<file path="src/rtl/wb_pkg.sv">
// Shared types for the Wishbone input FIFO: response encoding and counter widths.
package wb_pkg;

  typedef enum logic [1:0] {
    RESP_NONE,
    RESP_ACK,
    RESP_RTY,
    RESP_ERR
  } wb_resp_t;

  localparam int DROPS_W = 16;

endpackage

</file>
<file path="src/rtl/wb_input_fifo_if.sv">
// Wishbone pipelined bus bundle between the buttons/switches controller and the FIFO.
interface wb_input_fifo_if #(
  parameter int DW = 8
);
  logic          cyc_i;
  logic          stb_i;
  logic          we_i;
  logic [DW-1:0] dat_i;
  logic [DW-1:0] dat_o;
  logic          ack_o;
  logic          rty_o;
  logic          err_o;
  logic          stall_o;

  modport master (
    output cyc_i, stb_i, we_i, dat_i,
    input  dat_o, ack_o, rty_o, err_o, stall_o
  );

  modport slave (
    input  cyc_i, stb_i, we_i, dat_i,
    output dat_o, ack_o, rty_o, err_o, stall_o
  );
endinterface

</file>
<file path="src/rtl/wb_input_fifo_sync_fifo.sv">
// Single-clock circular-buffer FIFO; pointers carry a wrap bit above the index.
module sync_fifo #(
  parameter int DW    = 8,
  parameter int DEPTH = 4,
  localparam int CW   = $clog2(DEPTH) + 1
) (
  input  logic          clk_i,
  input  logic          rst_ni,
  input  logic          push,
  input  logic [DW-1:0] push_data,
  input  logic          pop,
  output logic [DW-1:0] head,
  output logic          empty,
  output logic          full,
  output logic [CW-1:0] count
);
  localparam int AW = CW - 1;

  logic [DEPTH-1:0][DW-1:0] mem;
  logic [CW-1:0]            wptr, rptr;

  assign empty = (wptr == rptr);
  assign full  = (wptr[AW-1:0] == rptr[AW-1:0]) && (wptr[AW] != rptr[AW]);
  // Modular difference of wrap-extended pointers gives 0..DEPTH directly.
  assign count = wptr - rptr;
  assign head  = mem[rptr[AW-1:0]];

  // Storage and pointers; contents are cleared so the head reads 0 after reset.
  always_ff @(posedge clk_i or negedge rst_ni) begin
    if (!rst_ni) begin
      mem  <= '0;
      wptr <= '0;
      rptr <= '0;
    end else begin
      if (push) begin
        mem[wptr[AW-1:0]] <= push_data;
        wptr              <= wptr + 1'b1;
      end
      if (pop) rptr <= rptr + 1'b1;
    end
  end
endmodule

</file>
<file path="src/rtl/wb_input_fifo.sv">
// Wishbone write-only responder that queues input-state words for a local consumer.
module wb_input_fifo
  import wb_pkg::*;
#(
  parameter int DW    = 8,
  parameter int DEPTH = 4,
  parameter int CW    = $clog2(DEPTH) + 1
) (
  input  logic               clk_i,
  input  logic               rst_ni,
  wb_input_fifo_if.slave     wb,
  output logic [DW-1:0]      rd_data,
  output logic               rd_valid,
  input  logic               rd_ready,
  output logic [CW-1:0]      count,
  output logic [DW-1:0]      last_word,
  output logic [DROPS_W-1:0] drops
);
  wb_resp_t resp_q, resp_d;
  logic     acc, pop, push, free, full, empty;

  // Stall only while held in reset; otherwise one request per cycle.
  assign wb.stall_o = !rst_ni;
  assign wb.dat_o   = '0;

  assign acc      = wb.cyc_i && wb.stb_i && !wb.stall_o;
  assign rd_valid = !empty;
  assign pop      = rd_valid && rd_ready;
  // A same-cycle pop frees the slot a full FIFO would otherwise refuse.
  assign free     = !full || pop;
  assign push     = acc && wb.we_i && free;

  sync_fifo #(.DW(DW), .DEPTH(DEPTH)) u_fifo (
    .clk_i     (clk_i),
    .rst_ni    (rst_ni),
    .push      (push),
    .push_data (wb.dat_i),
    .pop       (pop),
    .head      (rd_data),
    .empty     (empty),
    .full      (full),
    .count     (count)
  );

  // Response slot state register.
  always_ff @(posedge clk_i or negedge rst_ni) begin
    if (!rst_ni) resp_q <= RESP_NONE;
    else         resp_q <= resp_d;
  end

  // Next response: chosen at acceptance, idle when nothing accepted.
  always_comb begin
    resp_d = RESP_NONE;
    if (acc) begin
      if (!wb.we_i)  resp_d = RESP_ERR;
      else if (free) resp_d = RESP_ACK;
      else           resp_d = RESP_RTY;
    end
  end

  // Decode the registered response into the three exclusive strobes.
  always_comb begin
    wb.ack_o = (resp_q == RESP_ACK);
    wb.rty_o = (resp_q == RESP_RTY);
    wb.err_o = (resp_q == RESP_ERR);
  end

  // Last stored word and saturating refused-write counter.
  always_ff @(posedge clk_i or negedge rst_ni) begin
    if (!rst_ni) begin
      last_word <= '0;
      drops     <= '0;
    end else begin
      if (push) last_word <= wb.dat_i;
      if (acc && wb.we_i && !free && drops != {DROPS_W{1'b1}})
        drops <= drops + 1'b1;
    end
  end
endmodule

</file>
<file path="src/flat_wrapper.sv">
// flat-port wrapper written by rule: the top's interface ports become plain ports
module wb_input_fifo_flat import wb_pkg::*;
#(
  parameter int DW    = 8,
  parameter int DEPTH = 4,
  parameter int CW    = $clog2(DEPTH) + 1
)
  (clk_i, rst_ni, rd_data, rd_valid, rd_ready, count, last_word, drops, wb_cyc_i, wb_stb_i, wb_we_i, wb_dat_i, wb_dat_o, wb_ack_o, wb_rty_o, wb_err_o, wb_stall_o);
  wb_input_fifo_if #(.DW(DW)) wb_i ();
  input  logic clk_i;
  input  logic rst_ni;
  output logic [DW-1:0] rd_data;
  output logic rd_valid;
  input  logic rd_ready;
  output logic [CW-1:0] count;
  output logic [DW-1:0] last_word;
  output logic [DROPS_W-1:0] drops;
  input wire logic [$bits(wb_i.cyc_i)-1:0] wb_cyc_i;
  input wire logic [$bits(wb_i.stb_i)-1:0] wb_stb_i;
  input wire logic [$bits(wb_i.we_i)-1:0] wb_we_i;
  input wire logic [$bits(wb_i.dat_i)-1:0] wb_dat_i;
  output wire logic [$bits(wb_i.dat_o)-1:0] wb_dat_o;
  output wire logic [$bits(wb_i.ack_o)-1:0] wb_ack_o;
  output wire logic [$bits(wb_i.rty_o)-1:0] wb_rty_o;
  output wire logic [$bits(wb_i.err_o)-1:0] wb_err_o;
  output wire logic [$bits(wb_i.stall_o)-1:0] wb_stall_o;
  assign wb_i.cyc_i = wb_cyc_i;
  assign wb_i.stb_i = wb_stb_i;
  assign wb_i.we_i = wb_we_i;
  assign wb_i.dat_i = wb_dat_i;
  assign wb_dat_o = wb_i.dat_o;
  assign wb_ack_o = wb_i.ack_o;
  assign wb_rty_o = wb_i.rty_o;
  assign wb_err_o = wb_i.err_o;
  assign wb_stall_o = wb_i.stall_o;
  wb_input_fifo #(.DW(DW), .DEPTH(DEPTH), .CW(CW)) u_core (.clk_i(clk_i), .rst_ni(rst_ni), .wb(wb_i), .rd_data(rd_data), .rd_valid(rd_valid), .rd_ready(rd_ready), .count(count), .last_word(last_word), .drops(drops));
endmodule
</file>
<file path="config.mk">
export PLATFORM = sky130hd
export DESIGN_NAME = wb_input_fifo_flat
export DESIGN_NICKNAME = d
export VERILOG_FILES = /design/src/rtl/wb_pkg.sv /design/src/rtl/wb_input_fifo_if.sv /design/src/rtl/wb_input_fifo_sync_fifo.sv /design/src/rtl/wb_input_fifo.sv /design/src/flat_wrapper.sv
export SDC_FILE = /design/constraint.sdc
export NUM_CORES = 1
export LEC_CHECK = 0
export ABC_AREA = 1
export CORE_ASPECT_RATIO = 0.5
export CORE_MARGIN = 8
export CORE_UTILIZATION = 53
export CTS_CLUSTER_SIZE = 24
export DETAILED_ROUTE_END_ITERATION = 6
export MAX_ROUTING_LAYER = met4
export PLACE_DENSITY = 0.8
export SYNTH_ARGS = -nofsm -noshare
export SYNTH_HDL_FRONTEND = slang
export SYNTH_HIERARCHICAL = 1
export SYNTH_SLANG_ARGS = --single-unit
export TNS_END_PERCENT = 1
</file>
<file path="constraint.sdc">
create_clock -name clk_i -period 2.7 [get_ports clk_i]
set_clock_uncertainty 0.15 [all_clocks]
set_input_delay 0.81 -clock clk_i [delete_from_list [all_inputs] [get_ports clk_i]]
set_output_delay 0.81 -clock clk_i [all_outputs]
set_load 0.005 [all_outputs]
</file>
* Word level (Yosys, flattened, before mapping)
Cells that the tools add are included.
Cells by class: eq/ne operators 7, shift-type cells 0, reduce and logical (&&, ||, !) cells 14, $add $sub $neg 4, divide/modulo/power cells 0, multiply operators 0, bitwise logic cells 0, muxes and demuxes 8, magnitude comparators 3
Operators with widths (count):
- 32-bit bitwise mux | 1
- 16-bit by 1-bit adder with 16-bit output (second input constant) | 1
- 8-bit binary-select mux with 2-bit select | 1
- 8-bit demux with 2-bit select | 1
- 8-bit two-way mux | 2
- 16-bit inequality test (second input constant) | 1
- 1-bit logical AND | 9
- 3-bit by 1-bit adder with 3-bit output (second input constant) | 2
- 2-bit by 3-bit less-than comparator with 1-bit output (second input constant) | 2
- 2-bit two-way mux | 3
- 2-bit equality test (second input constant) | 2
- 1-bit zero test | 4
- 3-bit equality test | 1
- 3-bit subtractor | 1
- 2-bit by 1-bit equality test with 1-bit output (second input constant) | 1
- 2-bit equality test | 1
- 2-bit by 1-bit greater-or-equal comparator with 1-bit output (second input constant) | 1
- 1-bit logical OR | 1
- 1-bit inequality test | 1
Word-level totals: input bits 14, bits in read-only memories 0, word-level logic and storage cells 45, flip-flop bits (word level) 64, latch bits 0, output and inout bits 48, RAM bits 0, memories kept 0

* Depth between registers and ports, before layout
Gate-level depths: netlist of run 1.
word-level depth 7, mapped depth 13, gate-level depth less buffers 11

* Hierarchy
The synthesis of run 1 kept the hierarchy.
By module, submodules not included:
- sync_fifo | cells an instance 249, instances 1, area each 2050.7 um^2
- wb_input_fifo | cells an instance 214, instances 1, area each 1566.5 um^2

* Least setup slack after synthesis of run 1
Ideal clock, no wire load.
path kind register to register, from register u_core.u_fifo.rptr[1], to register u_core/u_fifo/mem[30] (netlist bit), library setup time 121 ps, required time 2429 ps, arrival 2136 ps, stages on the path, launching flop included 14, path slack 293 ps, period minus slack after synthesis 2407 ps, cells stage by stage dfrtp_1 buf_2 inv_2 ha_1 nand2_1 a21oi_1 o21ai_0 nand2_2 clkinv_1 buf_6 nand2_4 buf_6 nand2_1 o21ai_2
On the way: cells in the longest elaborated chain, start to end 5, elaborated cells between the ends (all ways) 8
RTL lines:
- start: declaration | line wb_input_fifo_sync_fifo.sv:20 | logic [CW-1:0] wptr, rptr;
- start signal: assignment | line wb_input_fifo_sync_fifo.sv:39 | if (pop) rptr <= rptr + 1'b1;
- 3-bit equality test | line wb_input_fifo_sync_fifo.sv:22 | assign empty = (wptr == rptr);
- named net u_core.empty | line wb_input_fifo.sv:20 | logic acc, pop, push, free, full, empty;
- 1-bit zero test | line wb_input_fifo.sv:27 | assign rd_valid = !empty;
- 1-bit logical AND | line wb_input_fifo.sv:28 | assign pop = rd_valid && rd_ready;
- 1-bit logical OR | line wb_input_fifo.sv:30 | assign free = !full || pop;
- 1-bit logical AND | line wb_input_fifo.sv:31 | assign push = acc && wb.we_i && free;
- named net u_core.push | line wb_input_fifo.sv:20
- end signal: indexed assignment | line wb_input_fifo_sync_fifo.sv:36 | mem[wptr[AW-1:0]] <= push_data;
- end: declaration | line wb_input_fifo_sync_fifo.sv:19 | logic [DEPTH-1:0][DW-1:0] mem;
The timed path passes the listed nets, and every way through them passes these cells. A chain may end at the register's enable or synchronous reset.

* Final worst setup path of run 1
from register u_core.u_fifo.rptr[0], to output rd_data[4]
On the way: cells in the longest elaborated chain, start to end 2
RTL lines:
- 8-bit binary-select mux with 2-bit select | line wb_input_fifo_sync_fifo.sv:26 | assign head = mem[rptr[AW-1:0]];
- 8-bit two-way mux (implied by the code) | line wb_input_fifo_sync_fifo.sv:26
- end: declaration | line flat_wrapper.sv:12 | output logic [DW-1:0] rd_data;
Every way passes these cells. The select of a mux whose other input is x is not followed.

==> results of run 1 <==
-- worst max-delay path: stages (launching register included) --
cell	delay, ps
dfrtp_2	450
buf_12	170
inv_8	100
nand2_1	60
nand3_1	70
nand2_1	60
clkdlybuf4s50_1	450
-- stage by stage --
stage / instance area (um^2) / total power, uW
floorplan: 3643 / 2584
global placement: 4200 / 3345
detailed placement: 4200 / 3400
CTS: 4533 / 4675
global route: 4574 / 5081
finish: 4574 / 4734
-- cells by family after synthesis --
kind of cell / after synthesis / synth area share, %
simple gates: 239 / 28.92
other cells: 1 / 0.1037
compound gates: 47 / 8.751
flops: 64 / 44.28
buf+inv: 95 / 12.69
xor+xnor: 8 / 1.937
fa+ha+maj: 9 / 3.321
-- how the worst max path moves through the flow --
stage | startpoint | end | slack, ps | depth (start not counted)
finish | u_core/u_fifo/rptr[0] | rd_data[4] | 30 | 6
CTS | u_core/u_fifo/rptr[0] | rd_data[2] | -60 | 6
global placement | u_core/u_fifo/wptr[0] | count[2] | 60 | 7
global route | u_core/u_fifo/rptr[0] | rd_data[2] | -50 | 6
floorplan | u_core/u_fifo/rptr[1] | u_core/u_fifo/mem[30] | 290 | 13
detailed placement | u_core/u_fifo/wptr[0] | count[2] | 30 | 7
-- repair_timing --
item / 4_1_cts / 5_1_grt
gates cloned: 0 / 1
buffers inserted: 0 / 1
gates resized for setup: 10 / 9
endpoints found under the setup margin: 11 / 10
-- state kept, by name, summed over array words and instances, names as in the netlist --
signal	cells
u_core/u_fifo/mem	32
u_core/drops	16
u_core/last_word	8
u_core/u_fifo/rptr	3
u_core/u_fifo/wptr	3
u_core/resp_q	2
-- placed cells by master (no fill, tap or decap), types with 5 or more instances in the layout --
master,count
nand2_2,8
conb_1,8
nand2_1,167
nand3_1,26
clkdlybuf4s50_1,49
ha_1,7
clkbuf_16,10
xor2_1,8
nor2_1,18
o21ai_1,18
nand4_1,5
inv_1,70
dfrtp_1,62
o21ai_2,21
buf_4,12
-- layout make-up --
type,instances,area (um^2)
Sequential cell,64,1604
Multi-Input combinational cell,311,1592
Inverter,76,292.8
Clock inverter,6,82.58
Tap cell,92,115.1
Clock buffer,10,239.0
Fill cell,525,2073
Timing Repair Buffer,67,649.4
-- report_power, final --
group          internal (uW)  leakage [uW]  switching, uW
Sequential              1300      0.000809            244
Clock                    827      0.000158            414
Combinational            967       0.00140            985
Total                   3090       0.00236           1640
-- metal layers --
metal / GRT usage (%) / vias up / share of wire, %
li1: - / 1533 / -
met1: 21.02 / 1427 / 45
met2: 29.24 / 86 / 47
met3: 5.256 / 13 / 6.3
met4: 8.354 / 0 / 1.5
met5: - / - / 0
==> impl_metrics.toml, run 1 <==
[run_status]
status = "finished clean"

[sta]
tightest_slew_ps = 810.0
finalCritPeriodShare_pct = 98.85
tns_ps = 0
rsz0062_at_grt = "yes"
hold_violations = 0
setup_viol = 0
clock.fmax_ghz = 0.3747
post-route-min-period_ps = 2669
setup_ws_ps = 31.14
holdWs_ps = 326.3
drv_slew = 0
slew_headroom_pct = 46.00

[floorplan]
fp.dieH_um = 74.42
io_pins = 62
core_area_um2 = 6648
die_w_um = 132.8
fp.dieArea_um2 = 9885
num_rows = 21
initial_utilization_pct = 54.41

[logic_synthesis]
synth_area_um2 = 3617
yosysUniqueCellTypes = 26
synthTopCellsByArea = "dfrtp_1, nand2_1, inv_1"
ys_ff_latch = 64
yosysMostFrequentCell = "nand2_1"
synth_top_area_cell = "dfrtp_1"
yosys_most_used_dff = "dfrtp_1"
synth-edff-count = 0
async_reset_ff_share_pct = 100.0
synth_top_area_share_pct = 44.28
synth_commonest_cells = "nand2_1, inv_1, dfrtp_1, nand3_1, o21ai_2"
yosysSeqAreaShare_pct = 44.28
synthCells = 463
ys_warn_count = 6
syn_avg_cell_area_um2 = 7.813

[cts]
cts_tree = "yes"
htreeDepth = 3
cts-root-buf = "clkbuf_16"
cts_buffers = 9
cts_num_sinks = 64
clock_latency_ps = 330
ctsLongestPathBuffers = 2
cts.clk_slew.worst_paths_ps = 50
hold_buffers = 0

[run]
drv_cap = 0

[cells_and_area]
final_nets = 552
num_antenna_cells = 0
syn_to_final_growth_pct = 26.46
final_cells = 626
utilization_pct = 68.81
layout-drive-gt1-share_pct = 16.10

[grt]
grt_remaining_overflow = 0
grt_usage_pct = 18.15
grt_max_degree = 65
grt_pass1_wl_mm = 13.67
grt_pass1_vias = 2938
antenna_found_initial = 0

[hold_path]
min_path_type = "reg2reg"
hold_depth = 2
hold-path-endpoint = "u_core/last_word[0]"
worstHoldStart = "u_core/last_word[0]"

[setup_path]
crit_type = "reg2out"
rr_startpoint = "u_core/u_fifo/rptr[0]"
startpoint_type = "register"
rrSetupSlack_ps = 270
worstPathMaxFanout = 16
worstPathRequired_ps = 1740
crit_path_end_kind = "output pin"
worst_r2r_path_depth = 9
r2r_end = "u_core/u_fifo/mem[30]"
worst_ep_arrival_time_ps = 1710

[route]
wl_mm = 8.486
vias = 3059
drc = 0
vias_per_cell = 4.887
drtPass1Iterations = 4
wl_per_cell_um = 13.56
drt_iter0_drc = 170
ant_nets = 0

[power_and_ir_drop]
leakage_uw = 0.002364
pwr_density_cell_nw_per_um2 = 1035
vdd_drop_max_mv = 0.5580

[placed_design]
gp_congestion = 0.8860
dp_hpwl_mm = 5.647
pre_cts_slack_ps = 33.80
port_buffers = 53
dp.cells = 608
(Power assumes the default switching activity.)
==> run 2, diff against run 1 <==
Settings changed: CORE_UTILIZATION 53 to 64, DONT_BUFFER_PORTS from default to 1, SKIP_LAST_GASP from default to 1.
==> impl_metrics.toml, run 2 (synthesized netlist as in run 1, its figures left out) <==
[route]
vias_per_cell = 5.221
drtPass1Iterations = 4
vias = 2861
wl_per_cell_um = 14.96
wl_mm = 8.197
drc = 0
ant_nets = 0
drt_iter0_drc = 143

[cts]
cts-root-buf = "clkbuf_16"
cts_buffers = 9
htreeDepth = 3
ctsLongestPathBuffers = 2
cts_tree = "yes"
post-cts-setup-buffers = 0
cts.clk_slew.worst_paths_ps = 50
clock_latency_ps = 330
cts_num_sinks = 64

[run]
drv_cap = 0

[cells_and_area]
layout-drive-gt1-share_pct = 15.16
top_regs = "u_core/u_fifo/mem x32, u_core/drops x16, u_core/last_word x8"
layout_common_cells = "nand2_1, inv_1, dfrtp_1, nand3_1, o21ai_2"
utilization_pct = 73.00
final_common_cell = "nand2_1"
final_nets = 493
nFillCells = 447
num_antenna_cells = 0
largest_register_ffs = 32
syn_to_final_growth_pct = 10.34
top_register = "u_core/u_fifo/mem"

[power_and_ir_drop]
pwr_density_cell_nw_per_um2 = 1072
total_power_uw = 4279
leakage_uw = 0.002123
vdd_drop_max_mv = 0.5690

[setup_path]
path_cells = "inv_1 -> ha_1 -> inv_1 -> fa_1 -> nand3b_1 -> nand2_1"
cpPeakStageDelay_ps = 430
crit_path_start = "u_core/u_fifo/wptr[0]"
crit_type = "reg2out"
rr_startpoint = "u_core/u_fifo/wptr[0]"
crit_path_end_kind = "output pin"
worst_ep_arrival_time_ps = 1740
critPathSlowestCell = "dfrtp_1"
worstPathRequired_ps = 1740
critical_path.most_common_cell = "inv_1"
worstPathMaxFanout = 4
startpoint_type = "register"

[placed_design]
dp_hpwl_mm = 5.219
port_buffers = 0
gp_congestion = 0.8253

[grt]
grt_pass1_vias = 2820
grt_max_degree = 67
grt_usage_pct = 20.72
grt_remaining_overflow = 0
antenna_found_initial = 0
grt_pass1_wl_mm = 13.59

[sta]
clock.fmax_ghz = 0.3705
setup_viol = 0
slew_headroom_pct = 54.48
finalCritPeriodShare_pct = 99.97
rsz0062_at_grt = "yes"
holdWs_ps = 25.76
hold_violations = 0
drv_slew = 0
post-route-min-period_ps = 2699
tightest_slew_ps = 682.1

[hold_path]
min_path_type = "in2async"

[run_status]
status = "finished clean"

[floorplan]
fp.dieArea_um2 = 8460
core_area_um2 = 5468
fp.dieH_um = 69.16
initial_utilization_pct = 66.16
num_rows = 19
io_pins = 62
die_w_um = 122.3
==> run 2: cell count changes in the layout (fill, tap and decap cells not counted), moves of 2 or more <==
cell / delta
buf_4: -5
clkbuf_2: -2
clkdlybuf4s50_1: -49
clkinv_2: -3
dfrtp_1: +2
dfrtp_2: -2
==> run 2: cell type report <==
cell class	count	area, um^2	share of cell area (%)
inverters	76	289.0	7.241
flip-flops and latches	64	1602	40.13
repair buffers	7	52.55	1.317
clock buffers	10	239.0	5.987
multi-input cells	312	1603	40.16
clock inverters	6	115.1	2.884
well taps	73	91.34	2.288
==> run 2: routing by layer <==
layer | share of wire [%] | up-vias | track usage, % | wire, um
li1 | - | 1412 | - | -
met1 | 42 | 1359 | 22.33 | 3406
met2 | 50 | 74 | 35.18 | 4138
met3 | 6.0 | 16 | 5.930 | 493
met4 | 1.9 | 0 | 8.579 | 159
met5 | 0 | - | - | 0
==> run 2: metrics by stage <==
step | setup TNS [ps] | setup slack (ps) | cells | area [um^2]
4_1_cts | -1.525 | -1.018 | 547 | 3973
2_1_floorplan | 0 | 293.2 | 470 | 3643
5_1_grt | -1018 | -78.93 | 548 | 3991
3_5_place_dp | -1199 | -158.3 | 531 | 3613
6_report | 0 | 0.7339 | 548 | 3991
3_3_place_gp | -563.6 | -76.25 | 531 | 3613
==> run 2: worst max-delay path, delay by kind of cell (launching register included) <==
family	cells	cell delay (ps)
buf+inv	2	190
simple gates	2	260
fa+ha+maj	2	550
flops	1	430
==> run 2: timing repair <==
action                     CTS  global route
pin swaps                    0             1
gates resized for setup      1             2
setup endpoints to repair   11            50
gates cloned                 0             1
hold buffers                 0             0
==> run 2: report_power, final <==
group,internal [uW],switching [uW]
clock,931,424
sequential,1290,246
combinational,514,870
total,2740,1540
==> run 2: final timing paths <==
kind,end,slack [ps],cells past startpoint
setup / recovery,count[2],0.7,6
hold / removal,u_core/drops[0],30,0
setup reg to reg,u_core/u_fifo/mem[7],100,10
hold reg to reg,u_core/u_fifo/mem[13],330,2
max in group asynchronous,u_core/u_fifo/wptr[0],2260,0
min in group clk_i,u_core/u_fifo/mem[13],330,2
==> run 3, diff against run 2 <==
Settings changed: CAP_MARGIN from default to 20, SKIP_CTS_REPAIR_TIMING from default to 1.
==> impl_metrics.toml, run 3 (synthesized netlist as in run 1, its figures left out) <==
[setup_path]
startpoint_type = "register"
worstPathRequired_ps = 1740
worst_ep_arrival_time_ps = 1670
worstPathMaxFanout = 4
crit_path_end_kind = "output pin"
crit_type = "reg2out"

[floorplan]
fp.dieArea_um2 = 8460
io_pins = 62
die_w_um = 122.3
fp.dieH_um = 69.16
core_area_um2 = 5468
num_rows = 19
initial_utilization_pct = 66.16

[power_and_ir_drop]
p_seq_share_pct = 35.9
leakage_uw = 0.002128
pwr_density_cell_nw_per_um2 = 1073
vdd_drop_max_mv = 0.5683
power.share.clock_pct = 31.5
netSwitchingPower_uw = 1543
p_int_uw = 2751
sw_frac_of_total_pct = 35.94
power_frac_comb_pct = 32.6

[cells_and_area]
final_cells = 549
num_antenna_cells = 0
syn_to_final_growth_pct = 10.69
layout_common_cells = "nand2_1, inv_1, dfrtp_1, nand3_1, o21ai_2"
nFillCells = 445
utilization_pct = 73.23
top_register = "u_core/u_fifo/mem"
layout-drive-gt1-share_pct = 15.76
top_regs = "u_core/u_fifo/mem x32, u_core/drops x16, u_core/last_word x8"
final_nets = 494
final_common_cell = "nand2_1"
largest_register_ffs = 32

[cts]
cts.clk_slew.worst_paths_ps = 50
cts-root-buf = "clkbuf_16"
cts_tree = "yes"
cts_buffers = 9
cts_num_sinks = 64
clock_latency_ps = 330
ctsLongestPathBuffers = 2
htreeDepth = 3

[sta]
setup_ws_ps = 73.57
finalCritPeriodShare_pct = 97.28
hold_violations = 0
clock.fmax_ghz = 0.3807
post-route-min-period_ps = 2626
drv_slew = 0
setup_viol = 0
rsz0062_at_grt = "no"

[placed_design]
gp_congestion = 0.8253
dp_hpwl_mm = 5.219
port_buffers = 0
dp.cells = 531
pre_cts_slack_ps = -158.3

[run]
drv_cap = 0

[route]
ant_nets = 0
vias_per_cell = 5.235
drc = 0
wl_mm = 8.090
drt_iter0_drc = 116
drtPass1Iterations = 4
vias = 2874
wl_per_cell_um = 14.74

[grt]
grt_pass1_wl_mm = 13.59
grt_max_degree = 67
grt_remaining_overflow = 0
grt_pass1_vias = 2819
antenna_found_initial = 0
grt_usage_pct = 20.72

[hold_path]
min_path_type = "in2async"

[run_status]
status = "finished clean"
-- run 3: cell type report --
type                    count  area [um^2]  area share [%]
multi-input cells         311         1592           39.75
well taps                  73        91.34           2.281
clock inverters             6        115.1           2.875
inverters                  76        289.0           7.219
repair buffers              9        75.07           1.875
flip-flops and latches     64         1603           40.03
clock buffers              10        239.0           5.969
-- run 3: worst paths after layout --
kind                                       startpoint  cells past startpoint  slack [ps]               endpoint
max in group asynchronous                      rst_ni                      0        2260  u_core/u_fifo/wptr[0]
worst min-delay path                           rst_ni                      0          30        u_core/drops[0]
worst max-delay path            u_core/u_fifo/wptr[0]                      6          70               count[2]
worst max register to register  u_core/u_fifo/wptr[0]                     10         200   u_core/u_fifo/mem[7]
worst min register to register  u_core/u_fifo/mem[13]                      2         330  u_core/u_fifo/mem[13]
min in group clk_i              u_core/u_fifo/mem[13]                      2         330  u_core/u_fifo/mem[13]
-- run 3: routing by layer --
layer	track usage [%]	share of wire [%]	vias to the layer above
met2	35.18	50	96
met3	5.930	7.3	18
met1	22.33	40	1342
met4	8.579	2.3	0
met5	-	0	-
li1	-	-	1418
-- run 3: power groups by stage --
stage               Combinational (uW)  Clock (uW)  Sequential (uW)
finish                            1400        1350             1540
global route                      1600        1410             1590
CTS                               1390        1380             1540
detailed placement                1350           0             1550
global placement                  1300           0             1530
floorplan                         1090           0             1490
-- run 3: worst max-delay path: stages, from the launching register on --
cell and delay [ps]:
dfrtp_2 430, inv_2 90, ha_1 140, inv_1 50, fa_1 390, nand3b_1 170
nand2_1 90
-- run 3: metrics by stage --
step           power (uW)  hold WS [ps]  cell area (um^2)  TNS (ps)
6_report             4294         28.07              4004         0
5_1_grt              4602         14.76              4004         0
4_1_cts              4305         13.83              3968     -1533
3_5_place_dp         2893         317.5              3613     -1199
3_3_place_gp         2830         314.1              3613    -563.6
2_1_floorplan        2584         305.0              3643         0
